$ cat config.mk
export PLATFORM = sky130hd
export DESIGN_NAME = ram_loader
export DESIGN_NICKNAME = d
export VERILOG_FILES = /design/src/rtl/ram_loader.sv
export SDC_FILE = /design/constraint.sdc
export NUM_CORES = 1
export LEC_CHECK = 0
export ABC_AREA = 1
export CAP_MARGIN = 20
export CORE_MARGIN = 2
export CORE_UTILIZATION = 50
export CTS_BUF_LIST = sky130_fd_sc_hd__clkbuf_2
export CTS_CLUSTER_DIAMETER = 30
export CTS_CLUSTER_SIZE = 12
export DETAILED_ROUTE_END_ITERATION = 8
export PLACE_DENSITY = 0.82
export SYNTH_ARGS = -nofsm -noshare
export SYNTH_HDL_FRONTEND = slang
export SYNTH_SLANG_ARGS = --single-unit
$ cat constraint.sdc
create_clock -name clk -period 2.75 [get_ports clk]
set_clock_uncertainty 0.1 [all_clocks]
set_input_delay 0.6875 -clock clk [delete_from_list [all_inputs] [get_ports clk]]
set_output_delay 0.6875 -clock clk [all_outputs]
set_load 0.01 [all_outputs]
$ cat src/rtl/ram_loader.sv
// ram_loader
// ----------
// Pulls a little-endian byte stream into program memory, one 16-bit word per
// pair of bytes. The first two words must be the magic "ASRM"
// (16'h5341, 16'h4D52), otherwise the load aborts before anything is written.
// A load also aborts if the requested length is out of range, or if the byte
// stream goes quiet for TIMEOUT_CYCLES consecutive cycles while a byte is
// expected.
//
// Ports
//   clk         sole clock, rising edge
//   reset       synchronous active-high reset
//   start       single-cycle load request (honoured in IDLE/DONE/ERROR)
//   load_words  words to load including the two magic words, sampled on start
//   in_byte     incoming byte
//   in_valid    in_byte is valid
//   in_ready    loader takes in_byte this cycle (LOW/HIGH only)
//   wr_en       program-memory write strobe, one cycle per word
//   wr_addr     program-memory word address (0 outside WRITE)
//   wr_data     program-memory word (0 outside WRITE)
//   busy        load in progress
//   done        last load completed (held until reset/start)
//   error       last load aborted (held until reset/start)
module ram_loader #(
    parameter int ADDR_WIDTH     = 14,
    parameter int TIMEOUT_CYCLES = 65535
) (
    input  logic                  clk,
    input  logic                  reset,
    input  logic                  start,
    input  logic [ADDR_WIDTH:0]   load_words,
    input  logic [7:0]            in_byte,
    input  logic                  in_valid,
    output logic                  in_ready,
    output logic                  wr_en,
    output logic [ADDR_WIDTH-1:0] wr_addr,
    output logic [15:0]           wr_data,
    output logic                  busy,
    output logic                  done,
    output logic                  error
);

    localparam int TW = $clog2(TIMEOUT_CYCLES + 1);
    localparam logic [TW-1:0] TIMEOUT_LIMIT = TW'(TIMEOUT_CYCLES);

    // Legal lengths are 2 .. 2**ADDR_WIDTH words inclusive.
    localparam logic [ADDR_WIDTH:0] MIN_WORDS = {{(ADDR_WIDTH-1){1'b0}}, 2'b10};
    localparam logic [ADDR_WIDTH:0] MAX_WORDS = {1'b1, {ADDR_WIDTH{1'b0}}};
    localparam logic [ADDR_WIDTH:0] ONE_WORD  = {{ADDR_WIDTH{1'b0}}, 1'b1};

    localparam logic [15:0] MAGIC0 = 16'h5341;
    localparam logic [15:0] MAGIC1 = 16'h4D52;

    typedef enum logic [2:0] {
        S_IDLE,
        S_LOW,
        S_HIGH,
        S_WRITE,
        S_DONE,
        S_ERROR
    } state_t;

    state_t                  state_reg,   state_next;
    logic [ADDR_WIDTH-1:0]   index_reg,   index_next;
    logic [ADDR_WIDTH:0]     total_reg,   total_next;
    logic [7:0]              low_reg,     low_next;
    logic [7:0]              high_reg,    high_next;
    logic [TW-1:0]           timeout_reg, timeout_next;

    logic                    transfer;
    logic                    length_bad;
    logic                    magic_bad;
    logic                    last_word;
    logic [TW-1:0]           timeout_inc;

    always_ff @(posedge clk) begin
        if (reset) begin
            state_reg   <= S_IDLE;
            index_reg   <= '0;
            total_reg   <= '0;
            low_reg     <= '0;
            high_reg    <= '0;
            timeout_reg <= '0;
        end else begin
            state_reg   <= state_next;
            index_reg   <= index_next;
            total_reg   <= total_next;
            low_reg     <= low_next;
            high_reg    <= high_next;
            timeout_reg <= timeout_next;
        end
    end

    assign in_ready    = (state_reg == S_LOW) || (state_reg == S_HIGH);
    assign transfer    = in_valid && in_ready;
    assign length_bad  = (load_words < MIN_WORDS) || (load_words > MAX_WORDS);
    assign last_word   = ({1'b0, index_reg} == (total_reg - ONE_WORD));
    assign timeout_inc = timeout_reg + TW'(1);

    // Only indices 0 and 1 carry the magic; later words are unrestricted.
    assign magic_bad = ((index_reg == '0)            && ({high_reg, low_reg} != MAGIC0)) ||
                       ((index_reg == ADDR_WIDTH'(1)) && ({high_reg, low_reg} != MAGIC1));

    always_comb begin
        state_next   = state_reg;
        index_next   = index_reg;
        total_next   = total_reg;
        low_next     = low_reg;
        high_next    = high_reg;
        timeout_next = timeout_reg;
        wr_en        = 1'b0;
        wr_addr      = '0;
        wr_data      = '0;
        busy         = 1'b0;
        done         = 1'b0;
        error        = 1'b0;

        case (state_reg)
            S_IDLE, S_DONE, S_ERROR: begin
                done  = (state_reg == S_DONE);
                error = (state_reg == S_ERROR);
                if (start) begin
                    index_next   = '0;
                    timeout_next = '0;
                    total_next   = load_words;
                    state_next   = length_bad ? S_ERROR : S_LOW;
                end
            end

            S_LOW, S_HIGH: begin
                busy = 1'b1;
                if (transfer) begin
                    timeout_next = '0;
                    if (state_reg == S_LOW) begin
                        low_next   = in_byte;
                        state_next = S_HIGH;
                    end else begin
                        high_next  = in_byte;
                        state_next = S_WRITE;
                    end
                end else begin
                    // The abort happens on the edge where the idle count
                    // reaches the limit, so a gap of TIMEOUT_CYCLES-1 survives.
                    timeout_next = timeout_inc;
                    if (timeout_inc == TIMEOUT_LIMIT) begin
                        state_next = S_ERROR;
                    end
                end
            end

            S_WRITE: begin
                busy    = 1'b1;
                wr_addr = index_reg;
                wr_data = {high_reg, low_reg};
                if (magic_bad) begin
                    state_next = S_ERROR;
                end else begin
                    wr_en = 1'b1;
                    if (last_word) begin
                        state_next = S_DONE;
                    end else begin
                        index_next = index_reg + ADDR_WIDTH'(1);
                        state_next = S_LOW;
                    end
                end
            end

            default: begin
                state_next = S_IDLE;
            end
        endcase
    end

endmodule

==> run_summary.xml <==
<?xml version="1.0" encoding="UTF-8"?>
<metrics>
  <group name="grt">
    <metric name="first_global_vias" unit="">4198</metric>
    <metric name="overflow" unit="">0</metric>
    <metric name="first_pass_grt_wire_length" unit="um">18890</metric>
    <metric name="track_usage" unit="%">25.97</metric>
    <metric name="grt_start_max_net_pins" unit="">33</metric>
    <metric name="antenna_violations_before_repair" unit="">0</metric>
  </group>
  <group name="flow_run">
    <metric name="cap_viol_max_count" unit="">0</metric>
  </group>
  <group name="route">
    <metric name="routed-via-count" unit="">4682</metric>
    <metric name="met2RoutedLength" unit="um">5284</metric>
    <metric name="wl_met3" unit="um">754</metric>
    <metric name="route.detailed.drc" unit="">0</metric>
    <metric name="first_drt_iteration_drcs" unit="">370</metric>
    <metric name="maxUsedRoutingLayer" unit="">met4</metric>
    <metric name="detail-route-antenna-nets" unit="">0</metric>
    <metric name="post_drt_wl_per_cell" unit="um">13.05</metric>
    <metric name="detail_route.wirelength" unit="um">11490</metric>
    <metric name="detail_route.wirelength.met1" unit="um">5353</metric>
    <metric name="firstDrtPassIters" unit="">5</metric>
    <metric name="detail_route.vias_per_cell" unit="">5.314</metric>
  </group>
  <group name="final_layout">
    <metric name="final_design_area_no_fill" unit="um^2">5040</metric>
    <metric name="layout-drive-gt1-share" unit="%">9.665</metric>
    <metric name="multiInputGateArea" unit="um^2">2511</metric>
    <metric name="largest_register_ff_count" unit="">16</metric>
    <metric name="area.growth.synth_to_final" unit="%">19.85</metric>
    <metric name="seqCellArea" unit="um^2">1284</metric>
    <metric name="filler_cell_count" unit="">772</metric>
    <metric name="final_nets" unit="">804</metric>
    <metric name="diodes" unit="">0</metric>
  </group>
  <group name="placement">
    <metric name="placedInstanceArea" unit="um^2">5020</metric>
    <metric name="place.detailed.hpwl" unit="um">8742</metric>
    <metric name="portBuffers" unit="">61</metric>
    <metric name="gp_congestion" unit="">0.9536</metric>
    <metric name="pre_cts_ws" unit="ns">0.2317</metric>
  </group>
  <group name="critical_path">
    <metric name="worstSetupEndpointType" unit="">primary output</metric>
    <metric name="register_to_register_path_setup_slack" unit="ns">0.30</metric>
    <metric name="r2r-end" unit="">index_reg[11]</metric>
    <metric name="timing.critical_path.fanout_max" unit="">32</metric>
    <metric name="cp_data_arrival_time" unit="ns">1.87</metric>
    <metric name="crit_path_start" unit="">state_reg[0]</metric>
    <metric name="r2r_depth" unit="">14</metric>
    <metric name="worst_ep_required_time" unit="ns">1.96</metric>
    <metric name="worst_r2r_startpoint" unit="">total_reg[0]</metric>
    <metric name="crit_path_start_kind" unit="">register</metric>
    <metric name="timing.setup.critical_path_class" unit="">reg2out</metric>
  </group>
  <group name="power">
    <metric name="design_power_total" unit="mW">2.229</metric>
    <metric name="total_leakage_power" unit="nW">2.057</metric>
    <metric name="power_density" unit="nW/um^2">442.3</metric>
    <metric name="peakVddDrop" unit="mV">0.3120</metric>
  </group>
  <group name="floorplanning">
    <metric name="die_area" unit="um^2">9160</metric>
    <metric name="dieWidth" unit="um">95.71</metric>
    <metric name="die_height" unit="um">95.71</metric>
    <metric name="floorplan.rows" unit="">33</metric>
    <metric name="fp.coreArea" unit="um^2">8175</metric>
    <metric name="initial_core_util" unit="%">51.44</metric>
    <metric name="io_pins" unit="">62</metric>
  </group>
  <group name="timing">
    <metric name="tightestPinTransition" unit="ns">0.4840</metric>
    <metric name="post-route-period-util" unit="%">96.50</metric>
    <metric name="slew_headroom" unit="%">67.69</metric>
    <metric name="total_count_of_hold_check_failures_in_the_final_report" unit="">0</metric>
    <metric name="finalSetupTns" unit="ns">0</metric>
    <metric name="setup_viol" unit="">0</metric>
    <metric name="max_freq" unit="MHz">376.8</metric>
    <metric name="timing.final.crit_period" unit="ns">2.654</metric>
    <metric name="post-route-worst-setup-slack" unit="ns">0.09633</metric>
    <metric name="finalMaxSlewViolations" unit="">0</metric>
    <metric name="setup_repair_after_global_routing_missed_its_margin" unit="">no</metric>
  </group>
  <group name="clocking">
    <metric name="cts.path.max_buffers" unit="">2</metric>
    <metric name="root_buffer_master" unit="">clkbuf_2</metric>
    <metric name="cts_tree" unit="">done</metric>
    <metric name="clock_sink_count" unit="">64</metric>
    <metric name="cts_buffers" unit="">9</metric>
    <metric name="clock_tree.htree_level_count" unit="">3</metric>
    <metric name="clk_latency" unit="ns">0.52</metric>
    <metric name="clkTransAtPathRegs" unit="ns">0.18</metric>
  </group>
  <group name="min_path">
    <metric name="worst_hold_path_type" unit="">reg2reg</metric>
    <metric name="hold_end" unit="">low_reg[6]</metric>
    <metric name="worstHoldPathCells" unit="">2</metric>
    <metric name="hp-start" unit="">low_reg[6]</metric>
  </group>
  <group name="synthesis">
    <metric name="mappedNetlistNets" unit="">731</metric>
    <metric name="syn-cell-area" unit="um^2">4205</metric>
    <metric name="ys.warnings.count" unit="">0</metric>
    <metric name="synth_top_area_share" unit="%">30.47</metric>
    <metric name="synth_top_cells_by_area" unit="">dfxtp_1, nand2_1, nor2_1</metric>
    <metric name="synthesis.instances" unit="">698</metric>
    <metric name="synth.ff_latch_count" unit="">64</metric>
    <metric name="synthesis.area_per_instance" unit="um^2">6.025</metric>
    <metric name="synth_flop_cell" unit="">dfxtp_1</metric>
    <metric name="synthDominantAreaCellType" unit="">dfxtp_1</metric>
    <metric name="count_of_flip_flops_with_a_built_in_enable_after_synthesis" unit="">0</metric>
    <metric name="synth.yosys.seq_area_share" unit="%">30.47</metric>
    <metric name="yosysUniqueCellTypes" unit="">33</metric>
    <metric name="synth_commonest_cells" unit="">nand2_1, nor2_1, inv_1</metric>
    <metric name="postSynth.asyncResetShare" unit="%">0</metric>
    <metric name="yosysMostFrequentCell" unit="">nand2_1</metric>
  </group>
  <group name="run_status">
    <metric name="run_status" unit="">finished, final reports clean</metric>
  </group>
</metrics>
==> power breakdown <==
part / internal, mW / switching [mW] / total, mW
combinational: 0.253 / 0.470 / 0.722
clock: 0.116 / 0.356 / 0.472
sequential: 0.988 / 0.0469 / 1.03
==> worst max-delay path, stage by stage, from the launching register on <==
cell and delay (ns):
dfxtp_1 0.36, inv_1 0.08, nor2_2 0.12, inv_2 0.05
nor2_2 0.10, clkinv_1 0.10, buf_8 0.19, nor2_1 0.10
dlygate4sd2_1 0.28
==> per-stage QoR <==
| stage | std cells | hold WS, ns | util [%] |
|---|---|---|---|
| 2_1_floorplan | 698 | 0.3443 | - |
| 3_3_place_gp | 865 | 0.3598 | 61.40 |
| 3_5_place_dp | 865 | 0.3674 | 61.40 |
| 4_1_cts | 881 | 0.3903 | 62.12 |
| 5_1_grt | 881 | 0.4103 | 61.65 |
| 6_report | 881 | 0.3892 | 61.65 |
==> layout make-up <==
class	instances	area share, %
Multi-Input combinational cell	527	49.83
Clock inverter	6	0.7200
Timing Repair Buffer	83	13.98
Clock buffer	10	0.9930
Inverter	86	6.405
Sequential cell	64	25.47
Tap cell	105	2.607
==> cell usage in the layout (no fill, tap or decap), types with 3 or more instances in the layout <==
cell / n
nand2_1: 168
xor2_1: 18
inv_1: 81
nor3b_1: 4
nor2_2: 9
o21bai_1: 3
nand3_1: 58
a21oi_1: 64
clkdlybuf4s15_1: 6
inv_2: 4
nand4_1: 14
nand2_2: 3
dfxtp_1: 62
dlygate4sd2_1: 13
o21ai_0: 37
clkbuf_2: 23
nor3_1: 8
buf_4: 21
ha_1: 6
or2_2: 3
clkdlybuf4s50_1: 28
nor2_1: 114
clkinv_1: 3
xnor2_1: 5
==> how the worst max path moves through the flow <==
stage                              end  slack [ns]  cells past startpoint
final                       wr_data[1]         0.1                      8
after CTS                        wr_en        0.01                      8
after floorplan            wr_addr[10]        0.43                      8
after detailed placement  state_reg[2]        0.23                      9
after global routing        wr_data[3]      0.0004                      8
after global placement    state_reg[2]        0.25                      9
==> kinds of logic (layout without fill, tap and decap cells) <==
family	after synthesis	after routing	share of synthesized area, %
AO/OA/AOI/OAI	108	108	13.24
XOR/XNOR	23	23	4.790
adder cells (fa/ha/maj)	6	6	1.785
buffers and inverters	107	185	9.878
flip-flops	64	64	30.47
AND/OR/NAND/NOR	390	390	39.84
==> timing repair <==
action	in CTS	in global routing
endpoints found under the setup margin	33	20
setup buffers	0	0
hold buffers	0	0
hold endpoints to repair	0	0
gates resized for setup	37	34
==> layer usage <==
metal  vias up  GRT usage (%)
met5         -              0
met4         0          6.786
met3        11          4.307
met2       155          43.07
met1      2147          35.10
li1       2369              -
No activity file was read; power rests on OpenSTA's default activity.
